`src/rtl/output_seg_led_shift.sv`:
```
// rtl/output_seg_led_shift.sv - serial driver for the 8-digit seven-segment and 16-LED shift-register chains
// Latches a frame on update, shifts both chains out in parallel, then strobes the output latches.
module output_seg_led_shift #(
   parameter int CLK_DIV = 4
) (
   input  logic        clk,
   input  logic        RSTN,
   input  logic [31:0] disp_data,
   input  logic [7:0]  point,
   input  logic [7:0]  blank,
   input  logic [15:0] led_data,
   input  logic        update,
   output logic        busy,
   output logic        seg_clk,
   output logic        seg_dout,
   output logic        seg_load,
   output logic        seg_clr_n,
   output logic        led_clk,
   output logic        led_dout,
   output logic        led_load,
   output logic        led_clr_n
);

   localparam int HW = (CLK_DIV > 1) ? $clog2(CLK_DIV) : 1;
   localparam logic [HW-1:0] CNT_MAX = HW'(CLK_DIV - 1);

   typedef enum logic [1:0] {
      IDLE  = 2'd0,
      SHIFT = 2'd1,
      LATCH = 2'd2
   } state_t;

   state_t      state_q, state_d;
   logic [HW-1:0] cnt_q, cnt_d;
   logic        phase_q, phase_d;
   logic [5:0]  bit_idx_q, bit_idx_d;
   logic [63:0] seg_sr_q, seg_sr_d;
   logic [15:0] led_sr_q, led_sr_d;
   logic        pending_q, pending_d;
   logic        busy_q, busy_d;
   logic        seg_clk_q, seg_clk_d;
   logic        led_clk_q, led_clk_d;
   logic        load_q, load_d;
   logic        clr_n_q, clr_n_d;
   logic [63:0] seg_frame;

   function automatic logic [7:0] seg_code(input logic [3:0] hex, input logic dp, input logic blk);
      logic [7:0] code;
      case (hex)
         4'h0: code = 8'hC0;
         4'h1: code = 8'hF9;
         4'h2: code = 8'hA4;
         4'h3: code = 8'hB0;
         4'h4: code = 8'h99;
         4'h5: code = 8'h92;
         4'h6: code = 8'h82;
         4'h7: code = 8'hF8;
         4'h8: code = 8'h80;
         4'h9: code = 8'h90;
         4'hA: code = 8'h88;
         4'hB: code = 8'h83;
         4'hC: code = 8'hC6;
         4'hD: code = 8'hA1;
         4'hE: code = 8'h86;
         default: code = 8'h8E;
      endcase
      if (dp) code[7] = 1'b0;
      if (blk) code = 8'hFF;
      return code;
   endfunction

   // Digit 7 lands in the top byte so it leaves the chain first.
   always_comb begin
      seg_frame = '0;
      for (int i = 0; i < 8; i++) begin
         seg_frame[8*i +: 8] = seg_code(disp_data[4*i +: 4], point[i], blank[i]);
      end
   end

   always_comb begin
      state_d   = state_q;
      cnt_d     = cnt_q;
      phase_d   = phase_q;
      bit_idx_d = bit_idx_q;
      seg_sr_d  = seg_sr_q;
      led_sr_d  = led_sr_q;
      pending_d = pending_q;
      busy_d    = busy_q;
      seg_clk_d = seg_clk_q;
      led_clk_d = led_clk_q;
      load_d    = load_q;
      clr_n_d   = 1'b1;

      case (state_q)
         IDLE: begin
            seg_clk_d = 1'b0;
            led_clk_d = 1'b0;
            load_d    = 1'b0;
            busy_d    = 1'b0;
            if (update || pending_q) begin
               seg_sr_d  = seg_frame;
               led_sr_d  = ~led_data;
               pending_d = 1'b0;
               state_d   = SHIFT;
               cnt_d     = '0;
               phase_d   = 1'b0;
               bit_idx_d = '0;
               busy_d    = 1'b1;
            end
         end
         SHIFT: begin
            if (update) pending_d = 1'b1;
            if (cnt_q == CNT_MAX) begin
               cnt_d = '0;
               if (!phase_q) begin
                  phase_d   = 1'b1;
                  seg_clk_d = 1'b1;
                  led_clk_d = (bit_idx_q < 6'd16);
               end else begin
                  phase_d   = 1'b0;
                  seg_clk_d = 1'b0;
                  led_clk_d = 1'b0;
                  if (bit_idx_q == 6'd63) begin
                     state_d = LATCH;
                     load_d  = 1'b1;
                  end else begin
                     bit_idx_d = bit_idx_q + 6'd1;
                     seg_sr_d  = {seg_sr_q[62:0], 1'b0};
                     // LED chain stops after its 16th bit so led_dout keeps bit 0.
                     if (bit_idx_q < 6'd15) led_sr_d = {led_sr_q[14:0], 1'b0};
                  end
               end
            end else begin
               cnt_d = cnt_q + 1'b1;
            end
         end
         LATCH: begin
            if (update) pending_d = 1'b1;
            if (cnt_q == CNT_MAX) begin
               cnt_d   = '0;
               state_d = IDLE;
               load_d  = 1'b0;
               busy_d  = 1'b0;
            end else begin
               cnt_d = cnt_q + 1'b1;
            end
         end
         default: begin
            state_d = IDLE;
            busy_d  = 1'b0;
            load_d  = 1'b0;
         end
      endcase
   end

   always_ff @(posedge clk or negedge RSTN) begin
      if (!RSTN) begin
         state_q   <= IDLE;
         cnt_q     <= '0;
         phase_q   <= 1'b0;
         bit_idx_q <= '0;
         seg_sr_q  <= '0;
         led_sr_q  <= '0;
         pending_q <= 1'b0;
         busy_q    <= 1'b0;
         seg_clk_q <= 1'b0;
         led_clk_q <= 1'b0;
         load_q    <= 1'b0;
         clr_n_q   <= 1'b0;
      end else begin
         state_q   <= state_d;
         cnt_q     <= cnt_d;
         phase_q   <= phase_d;
         bit_idx_q <= bit_idx_d;
         seg_sr_q  <= seg_sr_d;
         led_sr_q  <= led_sr_d;
         pending_q <= pending_d;
         busy_q    <= busy_d;
         seg_clk_q <= seg_clk_d;
         led_clk_q <= led_clk_d;
         load_q    <= load_d;
         clr_n_q   <= clr_n_d;
      end
   end

   assign busy      = busy_q;
   assign seg_clk   = seg_clk_q;
   assign seg_dout  = seg_sr_q[63];
   assign seg_load  = load_q;
   assign seg_clr_n = clr_n_q;
   assign led_clk   = led_clk_q;
   assign led_dout  = led_sr_q[15];
   assign led_load  = load_q;
   assign led_clr_n = clr_n_q;

endmodule

```
`config.mk`:
```
export PLATFORM = sky130hd
export DESIGN_NAME = output_seg_led_shift
export DESIGN_NICKNAME = d
export VERILOG_FILES = /design/src/rtl/output_seg_led_shift.sv
export SDC_FILE = /design/constraint.sdc
export NUM_CORES = 1
export LEC_CHECK = 0
export ABC_AREA = 1
export CAP_MARGIN = 20
export CORE_MARGIN = 2
export CORE_UTILIZATION = 58
export DETAILED_ROUTE_END_ITERATION = 12
export PLACE_DENSITY = 0.92
export SLEW_MARGIN = 20
export SYNTH_ARGS = -nofsm -noshare
export SYNTH_HDL_FRONTEND = slang
export SYNTH_SLANG_ARGS = --single-unit
```
`constraint.sdc`:
```
create_clock -name clk -period 2.2 [get_ports clk]
set_clock_uncertainty 0.2 [all_clocks]
set_input_delay 0.44 -clock clk [delete_from_list [all_inputs] [get_ports clk]]
set_output_delay 0.44 -clock clk [all_outputs]
set_load 0.005 [all_outputs]
```
==> metrics.txt, run 1 <==
status=complete, no violations; flop2flop setup slack=0.16 ns; Sink Count=97; htree depth=3; Vias per Instance=5.36; Core Area=11,400 um^2; Critical Setup Path Class=register to register; Synth top cells by count=nand2_1 (365), nand3_1 (118), o21ai_0 (110); Most used DFF post-synth=dfrtp_1; Post-Synthesis Cell Area=6760 um^2; top cells by area, synth=dfrtp_1 (36%), nand2_1 (20%), ha_1 (9.8%); worst path required time=2.22 ns; Non-Filler Instances=1,213; number of global-route vias before repair=6,191; syn_area_per_cell=6.81 um^2; synthesis-to-layout area growth=20.6%; num rows=39; drt first pass iters=6; drt wl/cell=12.8 um; Static Leakage=0.00414 uW; worst r2r dst=seg_sr_q[16]; chip height=112 um; Initial Util=0.592; HP Start=seg_sr_q[14]; DIE AREA=12,500 um^2; first-pass GRT wire length=26,500 um; Antenna Nets Post-Route=0; DP HPWL=10,500 um; Residual DRC=0; pre-CTS setup slack=0.0171 ns; PnR worst setup slack=0.161 ns; largest area contributor in the synthesized netlist=dfrtp_1; FMAX=490 MHz; Yosys top cell area share=0.359; min Tclk post-route=2.04 ns; Root Buffer=clkbuf_16; vias post-DR=6,506; nets=1,186; Hold Crit Class=register to register; number of buffers on the longest clock path=2; sequential share of the synthesized area=0.359; count of final setup violators=0; Peak VDD IR=0.000523 V; cell total after placement=1,196; Post-CTS Setup Bufs=0; hold depth=2; Final Hold Fails=0; worst r2r src=state_q[1]; CTS tree=built; Final Max Tran Viols=0; Mapped Cells=992; largest net degree at the start of global routing=59; ANT cells=0; gr ovfl total=0; critical path peak fanout=29; worst hold slack=0.274 ns; Max-cap violations=0; hold endpoint=seg_sr_q[14]; Ys Warns=0; GPL Wtd Cong=0.908; Iteration-0 DRC Markers=531; ratio of cells with drive above 1 in the final layout=0.0748; clock slew at reported path FFs=0.07 ns; initial antenna violation count=0; Worst R2R Path Depth=9; Die X=112 um; Fill cells=882; Synth cell types=28; crit share post-route=0.927; arrival time worst endpoint=2.06 ns; pwr dens=518 nW/um^2; All-Layer GR Usage=0.247; Skew-Pair Late Insertion Delay=0.33 ns; total CTS buffers=9; Worst setup EP type=register; most frequent cell after synthesis=nand2_1; Async S/R FF share, synth=1.00; Post-synth EDFFs=0; multi-input logic area=3870 um^2; syn_nets=1,112; IO Pins=76; PortBufs=75; DRT Wirelength=15,500 um; Synth Register Bits=97; Power Total=4220 uW; setup TNS after final layout=0 ns; register area=2430 um^2; Worst setup SP type=register
==> worst max-delay path: stages (launching register included) <==
cell     delay (ns)
dfrtp_1        0.38
inv_1          0.10
ha_4           0.19
buf_4          0.19
nand2_1        0.09
nand2_1        0.08
inv_1          0.12
nand3_4        0.13
buf_12         0.19
o21ai_0        0.25
==> area by class of cell <==
type | instances | area share
sequential | 97 | 0.298
multi-input combinational | 776 | 0.475
inverter | 74 | 0.0341
clock buffer | 10 | 0.0293
timing repair buffer | 108 | 0.132
tap | 143 | 0.0219
clock inverter | 5 | 0.00982
==> flip-flops by register name, indices dropped and copies added (netlist names) <==
| name | flops |
|---|---|
| busy | 1 |
| led_clr_n | 1 |
| seg_clk | 1 |
| state_q | 2 |
| phase_q | 1 |
| bit_idx_q | 6 |
| led_sr_q | 16 |
| led_clk | 1 |
| seg_sr_q | 64 |
| pending_q | 1 |
| led_load | 1 |
| cnt_q | 2 |
==> how the worst max path moves through the flow <==
stage / end / slack [ns] / from / cells past startpoint
CTS: led_sr_q[15] / 0.008 / bit_idx_q[0] / 7
global route: bit_idx_q[1] / -0.002 / bit_idx_q[0] / 8
finish: seg_sr_q[16] / 0.16 / state_q[1] / 9
global placement: led_sr_q[15] / 0.08 / bit_idx_q[0] / 7
floorplan: led_sr_q[15] / 0.26 / state_q[1] / 11
detailed placement: led_sr_q[15] / 0.02 / bit_idx_q[0] / 7
==> logic make-up (layout without fill, tap and decap cells) <==
logic type	after synthesis	after routing	synth area share
adders and majority gates	53	53	0.0981
other	1	1	0.000555
and+or+nand+nor	583	583	0.362
AOI/OAI and AO/OA	138	138	0.106
buffers and inverters	119	197	0.0728
xor gates and xnor gates	1	1	0.00130
DFF	97	97	0.359
==> cell usage in the layout (no fill, tap or decap), types with 3 or more instances in the layout <==
cell type	Yosys	final
clkdlybuf4s50_1	0	74
nand2_1	365	365
ha_1	53	52
nand3_1	118	118
nand3b_1	5	5
o21a_1	5	5
or2_2	22	22
nor2_1	65	63
buf_12	0	5
nor3_1	3	3
buf_4	5	27
inv_1	73	73
clkbuf_16	0	10
a21oi_1	18	18
dfrtp_1	97	97
o21ai_0	110	110
==> power by group <==
part | internal, uW | switching [uW] | total, uW
clock | 1020 | 661 | 1680
combinational | 293 | 329 | 622
sequential | 1870 | 48.4 | 1920
total | 3180 | 1040 | 4220
==> per-stage QoR <==
stage,cell area [um^2],util
finish,8150,0.714
global route,8150,0.714
CTS,8110,0.710
detailed placement,7780,0.681
global placement,7780,0.681
floorplan,6760,-
==> metal layers <==
layer / up-vias / routed length [um] / track usage
li1: 3309 / - / -
met1: 2998 / 6930 / 0.325
met2: 191 / 7720 / 0.436
met3: 8 / 732 / 0.0289
met4: 0 / 129 / 0.0626
met5: - / 0 / 0
==> timing repair <==
action	CTS	global route
hold buffers	1	0
resized for setup	0	3
endpoints found under the hold margin	29	0
endpoints found under the setup margin	0	18
(Power assumes the default switching activity.)
==> inputs of run 2 (changes only) <==
SLEW_MARGIN = not set   (was 20)
==> results of run 2 <==
The final DEF is identical to that of run 1; final timing and power are the same.
==> inputs of run 3 (changes only) <==
CTS_CLUSTER_SIZE = 8   (was not set)
PLACE_DENSITY = 0.85   (was 0.92)
==> run 3 against run 2 <==
Net effect: critical path depth increased by 1; hold slack about the same; first-iteration DRC count decreased by 0.94%; register-to-register slack improved by 0.06 ns; clock power fell by 9%; maximum frequency up 2.8%; flip-flop and latch count did not move; total power decreased by 3.7%; setup slack better by 0.055 ns; final cell count stayed put; non-clock buffer count did not move.
==> metrics.txt, run 3 (same netlist as run 1, synthesis figures left out) <==
IO Pins=76 (unchanged); DRT Wirelength=14,700 um (-5.3%); Root Buffer=clkbuf_16; Max-cap violations=0 (unchanged); All-Layer GR Usage=0.242 (-0.00521); drt wl/cell=12.1 um (-5.3%); Vias per Instance=5.24 (-2.3%); largest net degree at the start of global routing=98 (+66%); CP Cell Sequence=inv_1 > ha_2 > buf_6 > nand2_1 > nand2_1 > inv_1 > nand3_4 > buf_12 > nand2_1 > o21ai_0; PortBufs=75 (unchanged); Hold Crit Class=register to register; DP HPWL=10,100 um (-3.8%); pre-CTS setup slack=0.0275 ns (+0.0104 ns); gr ovfl total=0 (unchanged); Peak VDD IR=0.000427 V (-18%); Critical Setup Path Class=register to register; Static Leakage=0.00412 uW (-0.55%); Sink Count=97 (unchanged); drt first pass iters=5 (-1); ANT cells=0 (unchanged); number of buffers on the longest clock path=2 (unchanged); worst path required time=2.24 ns (+0.02 ns); cell family with most CP delay=buffers and inverters; GPL Wtd Cong=0.921 (+1.5%); num rows=39 (unchanged); count of final setup violators=0 (unchanged); FMAX=504 MHz (+2.8%); Power Total=4070 uW (-3.7%); Iteration-0 DRC Markers=526 (-0.94%); RSZ-0062 raised after global routing=false; Skew-Pair Late Insertion Delay=0.34 ns (about the same); PnR worst setup slack=0.216 ns (+0.0553 ns); most common cell after layout, fill and taps aside=nand2_1; pwr dens=503 nW/um^2 (-3.0%); Die X=112 um (unchanged); status=complete, no violations; final core occ=0.709 (-0.00493); Slowest cell on crit path=dfrtp_1; max reg flops=64 (unchanged); first-pass GRT wire length=25,900 um (-2.2%); Buf/Inv on CP=4 (unchanged); chip height=112 um (unchanged); slew of the pin with the lowest slew margin=0.516 ns; arrival time worst endpoint=2.03 ns (-0.03 ns); most frequent CP cell=nand2_1; total CTS buffers=9 (unchanged); number of global-route vias before repair=5,913 (-4.5%); Residual DRC=0 (unchanged); synthesis-to-layout area growth=19.8%; Largest Register=seg_sr_q; Initial Util=0.592 (unchanged); crit share post-route=0.902 (-0.0251); vias post-DR=6,359 (-2.3%); htree depth=3 (unchanged); Final Hold Fails=0 (unchanged); Slew Limit Headroom=0.656; nets=1,186 (unchanged); Slowest Stage Delay on Critical Path=0.40 ns (+0.02 ns); critical path peak fanout=51 (+76%); Antenna Nets Post-Route=0 (unchanged); Core Area=11,400 um^2 (unchanged); Post-CTS Setup Bufs=0 (unchanged); DIE AREA=12,500 um^2 (unchanged); Worst setup EP type=register; most frequent cells in the layout=nand2_1 (365), nand3_1 (118), o21ai_0 (110), dfrtp_1 (97), clkdlybuf4s50_1 (74); initial antenna violation count=0 (unchanged); setup TNS after final layout=0 ns (unchanged); CTS tree=built; clock slew at reported path FFs=0.07 ns (about the same); top flop regs=seg_sr_q: 64 flops, led_sr_q: 16 flops, bit_idx_q: 6 flops; Final Max Tran Viols=0 (unchanged); Worst setup SP type=register; min Tclk post-route=1.98 ns (-0.0553 ns); ratio of cells with drive above 1 in the final layout=0.0738 (-0.000935)
## run 3: cell types whose count changed in the layout (fill, tap and decap cells not counted)
cell	delta
clkinv_4	+2
clkinvlp_4	-2
buf_6	+1
bufinv_16	-1
clkbuf_1	+1
clkbuf_16	-1
clkbuf_8	-1
clkinv_2	+1
ha_2	+1
ha_4	-1
## run 3: tightest hold or removal path: cells and delay by family (launching register included)
kind / cells / cell delay (ns)
and+or+nand+nor: 2 / 0.09
DFF: 1 / 0.35
## run 3: what timing repair did
item | in CTS | in global routing
resized for setup | 0 | 3
hold buffers | 1 | 0
setup endpoints to repair | 0 | 16
hold endpoints to repair | 72 | 0
## run 3: path summary, 6_finish.rpt
path                              from            to  slack, ns  cells after the start
max                         state_q[1]  seg_sr_q[16]       0.22                     10
min                        led_sr_q[2]   led_sr_q[2]       0.27                      2
max reg2reg                 state_q[1]  seg_sr_q[16]       0.22                     10
min reg2reg                led_sr_q[2]   led_sr_q[2]       0.27                      2
max in group asynchronous         RSTN   seg_sr_q[0]       0.90                      3
min in group asynchronous         RSTN  led_sr_q[15]       0.48                      3
## run 3: final cells by class
class / instances / area (um^2)
multi-input combinational: 776 / 3860
clock buffer: 10 / 229
inverter: 74 / 278
timing repair buffer: 108 / 1060
clock inverter: 5 / 57.6
fill: 934 / 3320
tap: 143 / 179
sequential: 97 / 2430
## run 3: through the flow
stage | hold WS, ns | cells | cell area, um^2
5_1_grt | 0.290 | 1213 | 8100
2_1_floorplan | -0.0556 | 992 | 6760
4_1_cts | 0.276 | 1213 | 8080
6_report | 0.274 | 1213 | 8100
3_5_place_dp | 0.257 | 1197 | 7790
3_3_place_gp | 0.254 | 1197 | 7790
## run 3: routing by layer
| layer | track usage | vias up | share of wire |
|---|---|---|---|
| met5 | 0 | - | 0 |
| met4 | 0.0577 | 0 | 0.0097 |
| met3 | 0.0332 | 12 | 0.042 |
| met2 | 0.405 | 153 | 0.48 |
| met1 | 0.336 | 2882 | 0.47 |
| li1 | - | 3312 | - |
## run 3: where the power goes
group | internal [uW] | switching [uW]
Clock | 875 | 659
Combinational | 292 | 322
Sequential | 1870 | 47.6
Total | 3040 | 1030
